===== config.mk =====
export PLATFORM = sky130hd
export DESIGN_NAME = ram_read_arbiter
export DESIGN_NICKNAME = d
export VERILOG_FILES = /design/src/rtl/ram_read_arbiter.sv
export SDC_FILE = /design/constraint.sdc
export NUM_CORES = 1
export LEC_CHECK = 0
export ABC_AREA = 1
export CAP_MARGIN = 25
export CORE_MARGIN = 3
export CORE_UTILIZATION = 49
export CTS_BUF_LIST = sky130_fd_sc_hd__clkbuf_4
export DETAILED_ROUTE_END_ITERATION = 6
export PLACE_DENSITY = 0.85
export SLEW_MARGIN = 20
export SYNTH_ARGS = -nofsm -noshare
export SYNTH_HDL_FRONTEND = slang
export SYNTH_SLANG_ARGS = --single-unit
export TNS_END_PERCENT = 10

===== constraint.sdc =====
create_clock -name clk -period 3.5 [get_ports clk]
set_input_delay 0.7 -clock clk [delete_from_list [all_inputs] [get_ports clk]]
set_output_delay 0.7 -clock clk [all_outputs]
set_load 0.03 [all_outputs]

===== src/rtl/ram_read_arbiter.sv =====
// Round-robin arbiter sharing one ram_reader between NUM_REQ burst read requesters.
// Optional per-word watchdog enabled by defining RAM_ARB_TIMEOUT_EN.
module ram_read_arbiter #(
  parameter int NUM_REQ        = 3,
  parameter int ADDR_WIDTH     = 27,
  parameter int DATA_WIDTH     = 16,
  parameter int TIMEOUT_CYCLES = 1023
) (
  input  logic                       clk,
  input  logic                       reset,
  input  logic [NUM_REQ-1:0]         req_valid,
  input  logic [NUM_REQ*ADDR_WIDTH-1:0] req_addr,
  input  logic [NUM_REQ*4-1:0]       req_len,
  output logic [NUM_REQ-1:0]         req_ack,
  output logic [NUM_REQ-1:0]         rsp_valid,
  output logic                       rsp_last,
  output logic [DATA_WIDTH-1:0]      rsp_data,
  output logic                       rd_cmd_valid,
  input  logic                       rd_cmd_ready,
  output logic [ADDR_WIDTH-1:0]      rd_addr,
  input  logic                       rd_data_valid,
  input  logic [DATA_WIDTH-1:0]      rd_data,
  output logic                       busy,
  output logic                       timeout_err
);

  localparam int OWN_W = (NUM_REQ > 1) ? $clog2(NUM_REQ) : 1;

  typedef enum logic [1:0] {IDLE, ISSUE, WAIT} state_t;

  state_t                 state;
  logic [OWN_W-1:0]       owner;
  logic [OWN_W-1:0]       last_owner;
  logic [ADDR_WIDTH-1:0]  base;
  logic [3:0]             len;
  logic [3:0]             word_idx;
  logic [3:0]             nxt_idx;
  logic                   gnt_hit;
  logic [OWN_W-1:0]       gnt_sel;
  logic [OWN_W-1:0]       cand;

`ifdef RAM_ARB_TIMEOUT_EN
  localparam int TO_W = $clog2(TIMEOUT_CYCLES + 1);
  logic [TO_W-1:0] to_cnt;
`else
  // Watchdog compiled out: flag is constant 0; the expression only anchors the parameter.
  assign timeout_err = (TIMEOUT_CYCLES < 0);
`endif

  assign nxt_idx = word_idx + 4'd1;

  // Round-robin search starting just after the previous owner
  always_comb begin
    gnt_hit = 1'b0;
    gnt_sel = '0;
    cand    = '0;
    for (int k = 1; k <= NUM_REQ; k++) begin
      cand = OWN_W'((int'(last_owner) + k) % NUM_REQ);
      if (!gnt_hit && req_valid[cand]) begin
        gnt_hit = 1'b1;
        gnt_sel = cand;
      end
    end
  end

  always_ff @(posedge clk or posedge reset) begin
    if (reset) begin
      state        <= IDLE;
      owner        <= '0;
      last_owner   <= OWN_W'(NUM_REQ - 1);
      base         <= '0;
      len          <= '0;
      word_idx     <= '0;
      req_ack      <= '0;
      rsp_valid    <= '0;
      rsp_last     <= 1'b0;
      rsp_data     <= '0;
      rd_cmd_valid <= 1'b0;
      rd_addr      <= '0;
      busy         <= 1'b0;
`ifdef RAM_ARB_TIMEOUT_EN
      to_cnt       <= '0;
      timeout_err  <= 1'b0;
`endif
    end else begin
      req_ack   <= '0;
      rsp_valid <= '0;
      rsp_last  <= 1'b0;
      case (state)
        IDLE: begin
          // The ack cycle stays in IDLE; the pending ack blocks a second grant
          if (|req_ack) begin
            state        <= ISSUE;
            busy         <= 1'b1;
            rd_cmd_valid <= 1'b1;
            rd_addr      <= base;
          end else if (gnt_hit) begin
            owner             <= gnt_sel;
            last_owner        <= gnt_sel;
            base              <= req_addr[int'(gnt_sel)*ADDR_WIDTH +: ADDR_WIDTH];
            len               <= req_len[int'(gnt_sel)*4 +: 4];
            word_idx          <= '0;
            req_ack[gnt_sel]  <= 1'b1;
          end
        end
        ISSUE: begin
          if (rd_cmd_ready) begin
            rd_cmd_valid <= 1'b0;
            state        <= WAIT;
`ifdef RAM_ARB_TIMEOUT_EN
            to_cnt       <= '0;
`endif
          end
        end
        WAIT: begin
          if (rd_data_valid) begin
            rsp_valid[owner] <= 1'b1;
            rsp_data         <= rd_data;
            if (word_idx == len) begin
              rsp_last <= 1'b1;
              state    <= IDLE;
              busy     <= 1'b0;
            end else begin
              word_idx     <= nxt_idx;
              rd_addr      <= base + ADDR_WIDTH'(nxt_idx);
              rd_cmd_valid <= 1'b1;
              state        <= ISSUE;
            end
`ifdef RAM_ARB_TIMEOUT_EN
          end else if (to_cnt == TO_W'(TIMEOUT_CYCLES - 1)) begin
            timeout_err      <= 1'b1;
            rsp_valid[owner] <= 1'b1;
            rsp_last         <= 1'b1;
            rsp_data         <= '0;
            state            <= IDLE;
            busy             <= 1'b0;
          end else begin
            to_cnt <= to_cnt + TO_W'(1);
`endif
          end
        end
        default: state <= IDLE;
      endcase
    end
  end

endmodule


==> flow_summary.yaml, run 1 <==
synth:
  netlist-cell-type-count: 43
  synth_ff_type: "dfrtp_1"
  post_synthesis_cells: 796
  ys_top_cells_by_count: "nand2_1 (391), dfrtp_1 (91), inv_1 (67)"
  synth-edff-count: 0
  synth.net_count: 920
  netlist.top_cell.by_area: "dfrtp_1"
  syn_area_sq_um: 5500
  seq_area_frac_synth: 0.419
  yosys-top-cells-area: "dfrtp_1 (41%), nand2_1 (27%), inv_1 (4.6%)"
  seq_cells_post_synth: 92
  yosys.cell_count.top_type: "nand2_1"
  synth_warnings: 0
  async_set_or_reset_flop_fraction_in_the_synthesized_netlist: 1.00
  synthDominantCellAreaShare: 0.414
  postSynthAreaPerCell_sq_um: 6.91
timing:
  setup_viol: 0
  slew_headroom: 0.579
  fmax_mhz: 388
  final_max_slew_viol_count: 0
  finalCriticalPeriod_ps: 2580
  final_hold_viol_count: 0
  setup_ws_ps: 922
  worstMarginPinSlew_ps: 631
  layout_worst_path_cycle_share: 0.737
  unrepaired_setup_endpoints_after_global_routing: "false"
  worst_clock_skew_ps: 17.0
  final.setup.tns_ps: 0
setup_path:
  cp_common_cell: "nor2_1"
  worst_ep_arrival_time_ps: 2930
  path_class: "reg -> reg"
  critical-path-top-delay-family: "simple AND/OR/NAND/NOR gates"
  path_max_fanout: 6
  endpoint_kind: "flip-flop"
  crit_path_max_incr_delay_ps: 470
  timing.critical_path.from_type: "flip-flop"
  critPathRequiredTime_ps: 3850
  crit_slowest_cell: "dfrtp_1"
  cp_num_buf_inv: 1
  critical_path.cell_chain: "ha_1 > xnor2_1 > inv_1 > ha_1 > nand2_1 > nor2_1 > nor2_1 > nor2_1 > nand3_1 > nor2_1 > nand4_1 > nand3_1 > nand2_1"
power:
  power_leakage_nw: 3.71
  power_per_cell_area_nw_per_um2: 892
  irDropWorstVdd_uv: 488
  p_total_w: 0.00659
floorplan:
  pin_count: 169
  die_height_um: 112
  die_area_sq_um: 12500
  die_boundary_width_um: 112
  fp.coreArea_sq_um: 10900
  initial_cell_density_of_the_core: 0.505
  num_rows: 38
placement:
  routabilityCongestion: 0.941
  detailedPlace.worstSlack_ps: 730
  io_buffer_count: 167
  place_area_sq_um: 7220
  dp.final_hpwl_mm: 11.4
  placed_cells: 1084
cells_and_area:
  nFillCells: 940
  antennaDiodeCount: 0
  area_delta_synth_final_pct: 34.4
  final_net_count: 1079
  final_cell_area_sq_um: 7390
  final-instance-count-excl-fill: 1100
  drive_above_1_share: 0.0656
hold_path:
  timing.hold.worst.class: "in -> async"
clock_tree:
  cts.sinks: 92
  worstSkewPairLatency_ps: 450
  cts.reportedPaths.clkPinSlew_ps: 150
  cts_tree: "done"
  number_of_clock_buffers_inserted_by_tritoncts: 9
  cts_max_level: 3
  hold_buffers: 0
  cts_buffer_depth: 2
  cts_setup_buffers: 0
  cts_resized: 0
  cts_root_buffer_type: "clkbuf_4"
grt:
  pin_count_of_the_biggest_net_entering_global_routing: 49
  global_route_wire_length_before_repair_mm: 24.4
  grt_overflow: 0
  first_global_vias: 5039
  antenna_found_initial: 0
  gr-usage-all-layers: 0.239
drt:
  antenna_violating_nets_remaining: 0
  routed_wl_mm: 14.6
  routed-via-count: 5444
  drt-wirelength-per-cell_um: 13.3
  vias_per_cell: 4.95
  drt_pre_antenna_iters: 5
  drc: 0
  first_iter_violations: 285
flow_run:
  max_cap_violations: 0
run_status:
  status: "complete, no violations"
cell usage in the layout (no fill, tap or decap), types with 17 or more instances in the layout:
master / n
o21ai_0: 19
nor2_1: 47
inv_1: 66
nand2_1: 391
clkdlybuf4s50_1: 167
nand2_2: 17
a21oi_1: 17
nand3_1: 40
dfrtp_1: 91
state kept, by name, summed over array words and instances (netlist names):
signal,flops
rsp_valid,3
rd_cmd_valid,1
word_idx,4
state,2
rsp_last,1
busy,1
req_ack,3
rd_addr,27
base,27
owner,2
last_owner,1
len,4
rsp_data,16
cell families after synthesis:
| kind of cell | after synthesis | share of synthesized area |
|---|---|---|
| adders and majority gates | 8 | 0.0196 |
| DFF | 92 | 0.419 |
| buffers and inverters | 102 | 0.0860 |
| AOI/OAI and AO/OA | 47 | 0.0464 |
| and+or+nand+nor | 530 | 0.403 |
| xor gates and xnor gates | 16 | 0.0255 |
| other | 1 | 0.000682 |
routing by layer:
layer | share of wire | track usage
met1 | 0.44 | 0.341
met3 | 0.069 | 0.0413
met5 | 0 | 0
met4 | 0.013 | 0.0600
met2 | 0.48 | 0.379
path summary, 6_finish.rpt:
| path | from | end | slack, ps | cells after the start |
|---|---|---|---|---|
| min | reset | rsp_data[13] | 420 | 2 |
| max reg2reg | word_idx[0] | rd_addr[22] | 920 | 13 |
| max in group asynchronous | reset | base[7] | 2240 | 3 |
| min in group clk | owner[1] | rsp_valid[0] | 470 | 1 |
| min reg2reg | owner[1] | rsp_valid[0] | 470 | 1 |
| max | word_idx[0] | rd_addr[22] | 920 | 13 |
report_power, final:
group          internal (W)  switching [W]  leakage [nW]  total (W)
clock network      0.000314       0.000362        0.0838   0.000676
logic               0.00143        0.00251          2.48    0.00393
registers           0.00155       0.000431          1.15    0.00198
total               0.00329        0.00330          3.71    0.00659
worst reg2reg max path, delay by kind of cell, from the launching register on:
kind / cells / cell delay (ps)
adders and majority gates: 2 / 590
DFF: 1 / 470
xor gates and xnor gates: 1 / 180
buffers and inverters: 1 / 70
and+or+nand+nor: 9 / 1180
layout make-up:
| type | count | area (sq um) | share of cell area |
|---|---|---|---|
| multi-input cells | 602 | 2720 | 0.368 |
| flip-flops and latches | 92 | 2300 | 0.312 |
| repair buffers | 174 | 1720 | 0.233 |
| inverters | 76 | 298 | 0.0403 |
| well taps | 140 | 175 | 0.0237 |
| clock buffers | 12 | 90.1 | 0.0122 |
| clock inverters | 4 | 75.1 | 0.0102 |
metrics by stage:
step	hold slack [ps]	util
after floorplan	435	-
after global placement	450	0.663
after detailed placement	449	0.663
after CTS	411	0.678
after global routing	403	0.678
final	422	0.678
(Power assumes the default switching activity.)
==> run 2, diff against run 1 <==
--- a/config.mk
+++ b/config.mk
@@ -8,10 +8,10 @@
 export ABC_AREA = 1
 export CAP_MARGIN = 25
 export CORE_MARGIN = 3
-export CORE_UTILIZATION = 49
+export CORE_UTILIZATION = 44
 export CTS_BUF_LIST = sky130_fd_sc_hd__clkbuf_4
 export DETAILED_ROUTE_END_ITERATION = 6
-export PLACE_DENSITY = 0.85
+export PLACE_DENSITY = 0.81
 export SLEW_MARGIN = 20
 export SYNTH_ARGS = -nofsm -noshare
 export SYNTH_HDL_FRONTEND = slang
==> constraint.sdc (replaced) <==
create_clock -name clk -period 2.3 [get_ports clk]
set_input_delay 0.46 -clock clk [delete_from_list [all_inputs] [get_ports clk]]
set_output_delay 0.46 -clock clk [all_outputs]
set_load 0.03 [all_outputs]
==> run 2 against run 1 <==
Net effect: sequential share of layout area decreased by 1.7 points; sequential cell count unchanged; clock skew decreased by 3.5 ps; combinational power increased by 67%; sequential power increased by 53%; hold slack got worse by 87 ps; critical endpoint is now rd_addr[8]; highest routed layer unchanged.
==> flow_summary.yaml, run 2 (synthesized netlist as in run 1, its figures left out) <==
placement:
  routabilityCongestion: 0.891
  io_buffer_count: 167
  dp.final_hpwl_mm: 11.7
  placed_cells: 1131
power:
  irDropWorstVdd_uv: 810
  power_leakage_nw: 3.86
  power_per_cell_area_nw_per_um2: 1360
  p_total_w: 0.0107
floorplan:
  die_area_sq_um: 13900
  die_height_um: 118
  pin_count: 169
  initial_cell_density_of_the_core: 0.454
  fp.coreArea_sq_um: 12100
  die_boundary_width_um: 118
  num_rows: 40
timing:
  fmax_mhz: 447
  final.setup.tns_ps: 0
  worst_clock_skew_ps: 13.5
  final_max_slew_viol_count: 0
  finalCriticalPeriod_ps: 2240
  setup_viol: 0
  layout_worst_path_cycle_share: 0.972
  worstMarginPinSlew_ps: 640
  unrepaired_setup_endpoints_after_global_routing: "true"
  slew_headroom: 0.573
  final_hold_viol_count: 0
drt:
  routed_wl_mm: 15.4
  vias_per_cell: 4.78
  routed-via-count: 5520
  drc: 0
  antenna_violating_nets_remaining: 0
  first_iter_violations: 285
  drt-wirelength-per-cell_um: 13.4
  drt_pre_antenna_iters: 7
setup_path:
  worst_ep_arrival_time_ps: 2570
  r2r-end: "rd_addr[8]"
  path_max_fanout: 5
  critical_path.reg2reg.startpoint: "word_idx[0]"
  timing.reg2reg.worst_path_depth: 12
  timing.critical_path.from_type: "flip-flop"
  endpoint_kind: "flip-flop"
  path_class: "reg -> reg"
  critPathRequiredTime_ps: 2640
  worst_reg2reg_setup_slack_ps: 60
cells_and_area:
  commonest_cells_after_routing_fill_and_taps_aside: "nand2_1 (386), clkdlybuf4s50_1 (167), dfrtp_1 (91)"
  final-instance-count-excl-fill: 1154
  area_taken_by_flip_flops_and_latches_sq_um: 2300
  layout_top_registers: "base: 27 flops, rd_addr: 27 flops, rsp_data: 16 flops"
  layout.cells.most_common: "nand2_1"
  area_delta_synth_final_pct: 42.2
  final_net_count: 1105
  multi_input_area_sq_um: 2860
  final_core_utilization: 0.646
  nFillCells: 1069
  drive_above_1_share: 0.114
clock_tree:
  cts_max_level: 3
  cts_tree: "done"
  cts_buffer_depth: 2
  cts.reportedPaths.clkPinSlew_ps: 140
  worstSkewPairLatency_ps: 440
  cts.sinks: 92
  number_of_clock_buffers_inserted_by_tritoncts: 9
  cts_root_buffer_type: "clkbuf_4"
hold_path:
  timing.hold.worst.class: "in -> async"
run_status:
  status: "complete, no violations"
grt:
  pin_count_of_the_biggest_net_entering_global_routing: 33
  gr-usage-all-layers: 0.216
  grt_overflow: 0
  first_global_vias: 5151
  antenna_found_initial: 1
  global_route_wire_length_before_repair_mm: 24.7
flow_run:
  max_cap_violations: 0
## run 2: worst max-delay path by stage
stage | slack, ps | from | depth (start not counted) | to
floorplan | 100 | word_idx[0] | 13 | rd_addr[22]
global placement | -30 | word_idx[0] | 13 | rd_addr[22]
detailed placement | -110 | word_idx[0] | 13 | rd_addr[18]
CTS | 2 | word_idx[0] | 13 | rd_addr[20]
global route | -100 | word_idx[0] | 13 | rd_addr[14]
finish | 60 | word_idx[0] | 12 | rd_addr[8]
## run 2: repair_timing
item / in CTS / in global routing
hold buffers: 0 / 0
setup endpoints to repair: 6 / 47
cloned: 0 / 1
gates resized for setup: 4 / 28
pin swaps: 3 / 7
setup buffers: 3 / 3
## run 2: final cells by class
cell class	instances	area share
multi-input cells	603	0.366
flip-flops and latches	92	0.295
repair buffers	199	0.251
inverters	76	0.0394
well taps	168	0.0269
clock inverters	6	0.0133
clock buffers	9	0.00864
diodes	1	0.000320
## run 2: per-layer routing
layer  part of all wire  GRT usage
met5                  0          0
met4              0.016     0.0755
met3              0.058     0.0360
met2               0.47      0.345
met1               0.45      0.299
## run 2: metrics by stage
step                worst slack [ps]  cell area [sq um]  hold slack [ps]
global placement               -34.1               7440              449
detailed placement              -114               7440              456
CTS                             1.72               7650              322
global route                   -98.9               7820              346
floorplan                       95.9               5500              435
finish                          65.0               7820              335
## run 2: power breakdown
part           switching, W  total [W]  internal [W]
clock network      0.000521    0.00106      0.000538
logic               0.00406    0.00657       0.00251
registers          0.000672    0.00303       0.00235
## run 2: worst max-delay path: stages (launching register included)
cell and delay [ps]:
dfrtp_1 460, nand3_1 120, xor2_1 190, inv_1 110, ha_4 250, a21oi_1 170
inv_1 110, o21ai_2 160, nor2_2 70, buf_4 130, buf_4 120, xor2_1 160
o21ai_1 90
